**src/rtl/fifo_wr_arb_if.sv**
```systemverilog
// Producer-side handshake bundle for the FIFO write arbiter.
// Each requester i owns bit i of valid/ready and bits [i*DW +: DW] of data.
interface fifo_wr_arb_if #(
  parameter int NUM_REQ = 4,
  parameter int DW      = 128
);
  logic [NUM_REQ-1:0]    req_valid;
  logic [NUM_REQ*DW-1:0] req_data;
  logic [NUM_REQ-1:0]    req_ready;

  // Producers drive valid/data and observe ready.
  modport master (
    output req_valid,
    output req_data,
    input  req_ready
  );

  // The arbiter observes valid/data and drives ready.
  modport slave (
    input  req_valid,
    input  req_data,
    output req_ready
  );
endinterface

```
**src/rtl/fifo_wr_arb.sv**
```systemverilog
// Round-robin write arbiter in front of the 128-bit FIFO.
// Grants one producer at a time for up to MAX_BURST beats. Writes reach the
// FIFO one cycle after acceptance. A credit counter, charged at accept time,
// keeps the FIFO from ever being written while full.
module fifo_wr_arb #(
  parameter  int NUM_REQ   = 4,
  parameter  int DEPTH     = 16,
  parameter  int MAX_BURST = 4,
  parameter  int DW        = 128,
  localparam int GW        = (NUM_REQ > 1) ? $clog2(NUM_REQ) : 1,
  localparam int OW        = $clog2(DEPTH + 1)
) (
  input  logic              clk,
  input  logic              rstn,
  fifo_wr_arb_if.slave      req_if,
  input  logic              rd_pop,
  output logic              fifo_wren,
  output logic [DW-1:0]     fifo_wrdata,
  output logic [GW-1:0]     grant_id,
  output logic              busy,
  output logic [OW-1:0]     occupancy,
  output logic              err_underflow
);

  localparam int BW = (MAX_BURST > 1) ? $clog2(MAX_BURST) : 1;

  typedef enum logic {
    IDLE,
    BURST
  } state_t;

  state_t        state, state_nxt;
  logic [GW-1:0] grant, grant_nxt;
  logic [GW-1:0] rr_ptr, rr_ptr_nxt;
  logic [BW-1:0] beat_cnt, beat_cnt_nxt;
  logic [OW-1:0] occ;

  logic [GW-1:0]      pick_idx;
  logic               pick_found;
  logic [GW-1:0]      grant_inc;
  logic               has_credit;
  logic               accept;
  logic               pop_ok;
  logic [NUM_REQ-1:0] ready_vec;

  // Ready depends only on registered state, so rd_pop never reaches it combinationally.
  assign has_credit = (occ < OW'(DEPTH));
  assign accept     = (state == BURST) && req_if.req_valid[grant] && has_credit;
  assign pop_ok     = rd_pop && (occ != '0);
  assign grant_inc  = (grant == GW'(NUM_REQ - 1)) ? '0 : grant + GW'(1);

  assign req_if.req_ready = ready_vec;
  assign grant_id         = grant;
  assign busy             = (state == BURST);
  assign occupancy        = occ;

  // Search for the first valid requester starting at rr_ptr, wrapping modulo NUM_REQ.
  always_comb begin
    logic [GW-1:0] cand;
    pick_found = 1'b0;
    pick_idx   = '0;
    cand       = '0;
    for (int k = 0; k < NUM_REQ; k++) begin
      cand = GW'((int'(rr_ptr) + k) % NUM_REQ);
      if (!pick_found && req_if.req_valid[cand]) begin
        pick_found = 1'b1;
        pick_idx   = cand;
      end
    end
  end

  // Only the current grantee sees ready, and only while credit remains.
  always_comb begin
    ready_vec = '0;
    if ((state == BURST) && has_credit) begin
      ready_vec[grant] = 1'b1;
    end
  end

  // Next-state logic: arbitrate in IDLE, count beats and release the grant in BURST.
  always_comb begin
    state_nxt    = state;
    grant_nxt    = grant;
    rr_ptr_nxt   = rr_ptr;
    beat_cnt_nxt = beat_cnt;
    case (state)
      IDLE: begin
        if (pick_found) begin
          grant_nxt    = pick_idx;
          beat_cnt_nxt = '0;
          state_nxt    = BURST;
        end
      end
      BURST: begin
        if (!req_if.req_valid[grant]) begin
          state_nxt  = IDLE;
          rr_ptr_nxt = grant_inc;
        end else if (accept) begin
          beat_cnt_nxt = beat_cnt + BW'(1);
          if (beat_cnt == BW'(MAX_BURST - 1)) begin
            state_nxt  = IDLE;
            rr_ptr_nxt = grant_inc;
          end
        end
      end
      default: begin
        state_nxt = IDLE;
      end
    endcase
  end

  // Arbiter state registers.
  always_ff @(posedge clk or posedge rstn) begin
    if (rstn) begin
      state    <= IDLE;
      grant    <= '0;
      rr_ptr   <= '0;
      beat_cnt <= '0;
    end else begin
      state    <= state_nxt;
      grant    <= grant_nxt;
      rr_ptr   <= rr_ptr_nxt;
      beat_cnt <= beat_cnt_nxt;
    end
  end

  // Registered FIFO write port; data holds its last value between writes.
  always_ff @(posedge clk or posedge rstn) begin
    if (rstn) begin
      fifo_wren   <= 1'b0;
      fifo_wrdata <= '0;
    end else begin
      fifo_wren <= accept;
      if (accept) begin
        fifo_wrdata <= req_if.req_data[int'(grant)*DW +: DW];
      end
    end
  end

  // Credit counter charged at accept; a pop on an empty count flags a sticky underflow.
  always_ff @(posedge clk or posedge rstn) begin
    if (rstn) begin
      occ           <= '0;
      err_underflow <= 1'b0;
    end else begin
      if (rd_pop && (occ == '0)) begin
        err_underflow <= 1'b1;
      end
      case ({accept, pop_ok})
        2'b10:   occ <= occ + OW'(1);
        2'b01:   occ <= occ - OW'(1);
        default: occ <= occ;
      endcase
    end
  end

endmodule

```
**src/flat_wrapper.sv**
```systemverilog
// flat-port wrapper written by rule: the top's interface ports become plain ports
module fifo_wr_arb_flat 
#(
  parameter  int NUM_REQ   = 4,
  parameter  int DEPTH     = 16,
  parameter  int MAX_BURST = 4,
  parameter  int DW        = 128,
  localparam int GW        = (NUM_REQ > 1) ? $clog2(NUM_REQ) : 1,
  localparam int OW        = $clog2(DEPTH + 1)
)
  (clk, rstn, rd_pop, fifo_wren, fifo_wrdata, grant_id, busy, occupancy, err_underflow, req_if_req_valid, req_if_req_data, req_if_req_ready);
  fifo_wr_arb_if #(.NUM_REQ(NUM_REQ), .DW(DW)) req_if_i ();
  input  logic clk;
  input  logic rstn;
  input  logic rd_pop;
  output logic fifo_wren;
  output logic [DW-1:0] fifo_wrdata;
  output logic [GW-1:0] grant_id;
  output logic busy;
  output logic [OW-1:0] occupancy;
  output logic err_underflow;
  input wire logic [$bits(req_if_i.req_valid)-1:0] req_if_req_valid;
  input wire logic [$bits(req_if_i.req_data)-1:0] req_if_req_data;
  output wire logic [$bits(req_if_i.req_ready)-1:0] req_if_req_ready;
  assign req_if_i.req_valid = req_if_req_valid;
  assign req_if_i.req_data = req_if_req_data;
  assign req_if_req_ready = req_if_i.req_ready;
  fifo_wr_arb #(.NUM_REQ(NUM_REQ), .DEPTH(DEPTH), .MAX_BURST(MAX_BURST), .DW(DW)) u_core (.clk(clk), .rstn(rstn), .req_if(req_if_i), .rd_pop(rd_pop), .fifo_wren(fifo_wren), .fifo_wrdata(fifo_wrdata), .grant_id(grant_id), .busy(busy), .occupancy(occupancy), .err_underflow(err_underflow));
endmodule
```
**config.mk**
```make
export PLATFORM = sky130hd
export DESIGN_NAME = fifo_wr_arb_flat
export DESIGN_NICKNAME = d
export VERILOG_FILES = /design/src/rtl/fifo_wr_arb_if.sv /design/src/rtl/fifo_wr_arb.sv /design/src/flat_wrapper.sv
export SDC_FILE = /design/constraint.sdc
export NUM_CORES = 1
export LEC_CHECK = 0
export ABC_AREA = 0
export CORE_AREA = 2 2 258 260
export CTS_CLUSTER_SIZE = 24
export DETAILED_ROUTE_END_ITERATION = 6
export DIE_AREA = 0 0 260 262
export PLACE_DENSITY = 0.46
export SYNTH_ARGS = -nofsm -noshare
export SYNTH_HDL_FRONTEND = slang
export SYNTH_SLANG_ARGS = --single-unit
```
**constraint.sdc**
```tcl
create_clock -name clk -period 4.5 [get_ports clk]
set_input_delay 0.9 -clock clk [delete_from_list [all_inputs] [get_ports clk]]
set_output_delay 0.9 -clock clk [all_outputs]
set_load 0.01 [all_outputs]
```
==> flow_summary.yaml <==
status:
  status: "complete, no violations"
worst_hold_path:
  hold_path.class: "register to register"
  whs_path_depth: 1
sta:
  finalSetupViolCount: 0
  fin_crit_ns: 3.533
  post-route-period-util_pct: 78.50
  rsz0062_at_grt: "no"
  tightest_slew_ns: 0.8830
  slew_headroom_pct: 41.14
  slew_violations: 0
  finClkSkew_ns: 0.01225
  fmaxAchievable_ghz: 0.2831
  fin_ws_ns: 0.9675
  setup_tns_ns: 0
  final_hold_viol_count: 0
logic_synthesis:
  netlist_instances: 530
  syn_nets: 1058
  ys.warnings.count: 0
  synth_edf_count: 0
  ys_seq_area_share_pct: 40.55
  ys.flop_type: "dfrtp_1"
  yosysTopAreaCellShare_pct: 40.55
  synth_area_per_cell_sq_um: 16.53
  ys_ff_latch: 142
  synth_common_cells: "dfrtp_1, mux4_2, mux2_1, mux2_2, buf_2"
  synthTopCellsByArea: "dfrtp_1, mux4_2, mux2_1"
  yosysMostFrequentCell: "dfrtp_1"
  syn_area_sq_um: 8762
  synthDistinctLibCells: 39
  synth_largest_area_cell: "dfrtp_1"
  async_flop_share_pct: 100.0
setup_path:
  worst-r2r-cell-count: 10
  startpoint_type: "input port"
  r2r_slack_ns: 1.39
  crit_end: "u_core.occupancy[4]$_DFFE_PP0P_"
  reg2reg_to: "u_core.occupancy[4]$_DFFE_PP0P_"
  startpoint: "req_if_req_valid[0]"
  critical_path_arrival_ns: 3.93
  critPathMaxFanout: 9
  regToRegStartpoint: "u_core.occupancy[1]$_DFFE_PP0P_"
  worstSetupEndpointType: "register"
  required_ns: 4.90
  criticalPathCategory: "input port to register"
layout:
  n_fill_cell: 6754
  fin_nets: 1699
  drive_above_1_share_pct: 19.12
  syn_to_final_growth_pct: 92.42
drt:
  drt-total-wl_microns: 38360
  vias: 7702
  drc: 0
  ant_nets: 0
  via_per_inst: 3.761
  first_iter_violations: 229
  dr.pass1.iters: 4
  wl_per_cell_microns: 18.73
die:
  die-area_sq_um: 68120
  ios: 661
  rows: 94
  start_util_pct: 13.42
  core_area_sq_um: 65280
  fp.dieW_microns: 260
  die_h_microns: 262
clock_network:
  cts_setup_buffers: 0
  htree_levels: 4
  cts_buffers: 17
  postCtsHoldBufs: 0
  cts.sinks: 142
  clk_latency_ns: 0.47
  clk_pin_slew_ns: 0.07
  ctsRootBufferMaster: "clkbuf_16"
  cts_buffer_depth: 2
  post_cts_resized: 0
  cts_tree: "built"
grt:
  antenna_found_initial: 3
  grt_max_degree: 132
  grtUsageTotal_pct: 10.87
  grt_first_pass_wirelength_microns: 54130
  grt_pass1_vias: 8710
  grt-ovfl-total: 0
power_and_ir_drop:
  ir_drop_v: 0.0003737
  powerDensity_nw_per_um2: 547.8
  p_leak_nw: 6.164
place:
  place_ws_ns: 0.5032
  gp_congestion: 0.7943
  port_buffers: 660
  dp_hpwl_microns: 30810
job:
  cap_violations: 0
## logic make-up after synthesis
group,count (synthesis),synth area share [%]
AO/OA/AOI/OAI,24,1.714
multiplexers,262,50.21
adder cells (fa/ha/maj),9,1.285
XOR/XNOR,5,0.4998
AND/OR/NAND/NOR,30,1.928
buffers and inverters,58,3.813
flip-flops,142,40.55
## layout make-up
| type | instances | area, sq um | share of cell area (%) |
|---|---|---|---|
| clock buffers | 18 | 429.2 | 2.545 |
| multi-input cells | 330 | 4888 | 28.99 |
| well taps | 864 | 1081 | 6.412 |
| repair buffers | 669 | 6711 | 39.81 |
| inverters | 11 | 45.04 | 0.2672 |
| clock inverters | 12 | 138.9 | 0.8237 |
| diodes | 2 | 5.005 | 0.02968 |
| flip-flops and latches | 142 | 3561 | 21.12 |
## cells in the final DEF, fill, tap and decap left out, types with 3 or more instances in the layout
| master | n |
|---|---|
| clkdlybuf4s50_1 | 660 |
| dfrtp_1 | 140 |
| mux4_2 | 129 |
| mux2_1 | 76 |
| mux2_2 | 54 |
| clkbuf_16 | 17 |
| inv_1 | 10 |
| o21ai_0 | 9 |
| ha_1 | 9 |
| nand2_1 | 6 |
| buf_4 | 6 |
| a21oi_1 | 5 |
| clkinvlp_4 | 5 |
| xnor2_1 | 4 |
| and2_1 | 4 |
| mux2i_1 | 3 |
| nand3_1 | 3 |
| a21o_1 | 3 |
| nor2_1 | 3 |
| inv_6 | 3 |
| buf_12 | 3 |
## where the power goes
group	internal (W)	total (W)	switching [W]
combinational	0.00326	0.00544	0.00218
sequential	0.00196	0.00235	0.000386
clock	0.000813	0.00145	0.000635
total	0.00603	0.00924	0.00320
## per-layer routing
| metal | wire [microns] | vias to the layer above | part of all wire, % | GRT usage, % |
|---|---|---|---|---|
| met5 | 13 | - | 0.034 | 0 |
| met4 | 726 | 2 | 1.9 | 4.215 |
| met3 | 3724 | 33 | 9.7 | 4.331 |
| met2 | 20790 | 432 | 54 | 20.43 |
| met1 | 13110 | 3820 | 34 | 10.61 |
| li1 | - | 3415 | - | - |
## per-stage QoR
stage / power, W / utilization (%) / cell area (sq um) / instances / hold WS, ns
2_1_floorplan: 0.005440 / - / 8766 / 530 / 0.4640
3_3_place_gp: 0.007927 / 24.95 / 16290 / 2016 / 0.4406
3_5_place_dp: 0.007952 / 24.95 / 16290 / 2016 / 0.4446
4_1_cts: 0.009503 / 25.82 / 16850 / 2046 / 0.4620
5_1_grt: 0.009920 / 25.83 / 16860 / 2047 / 0.4991
6_report: 0.009236 / 25.83 / 16860 / 2048 / 0.4618
## flip-flops by register name (all words and copies together), names as in the netlist
| name | count |
|---|---|
| u_core.occupancy | 5 |
| u_core.err_underflow | 1 |
| u_core.rr_ptr | 2 |
| u_core.fifo_wren | 1 |
| u_core.beat_cnt | 2 |
| u_core.busy | 1 |
| u_core.fifo_wrdata | 128 |
| u_core.grant_id | 2 |
## critical path, stage by stage
cell and delay [ns]:
clkdlybuf4s50_1 0.51, mux4_2 0.58, nand2_8 0.10, ha_1 0.35
xor2_1 0.18, ha_1 0.23, nor2_1 0.08, or4b_2 0.64
a32oi_1 0.21, xnor2_1 0.14
## worst min-delay path by stage
| stage | from | to | slack, ns |
|---|---|---|---|
| 3_5_place_dp | u_core.err_underflow$_DFFE_PP0P_ | u_core.err_underflow$_DFFE_PP0P_ | 0.44 |
| 4_1_cts | u_core.err_underflow$_DFFE_PP0P_ | u_core.err_underflow$_DFFE_PP0P_ | 0.46 |
| 5_1_grt | u_core.err_underflow$_DFFE_PP0P_ | u_core.err_underflow$_DFFE_PP0P_ | 0.50 |
| 6_report | u_core.err_underflow$_DFFE_PP0P_ | u_core.err_underflow$_DFFE_PP0P_ | 0.46 |
| 2_1_floorplan | u_core.beat_cnt[0]$_DFFE_PP0P_ | u_core.beat_cnt[0]$_DFFE_PP0P_ | 0.46 |
| 3_3_place_gp | u_core.err_underflow$_DFFE_PP0P_ | u_core.err_underflow$_DFFE_PP0P_ | 0.44 |
No activity file was read; power rests on OpenSTA's default activity.
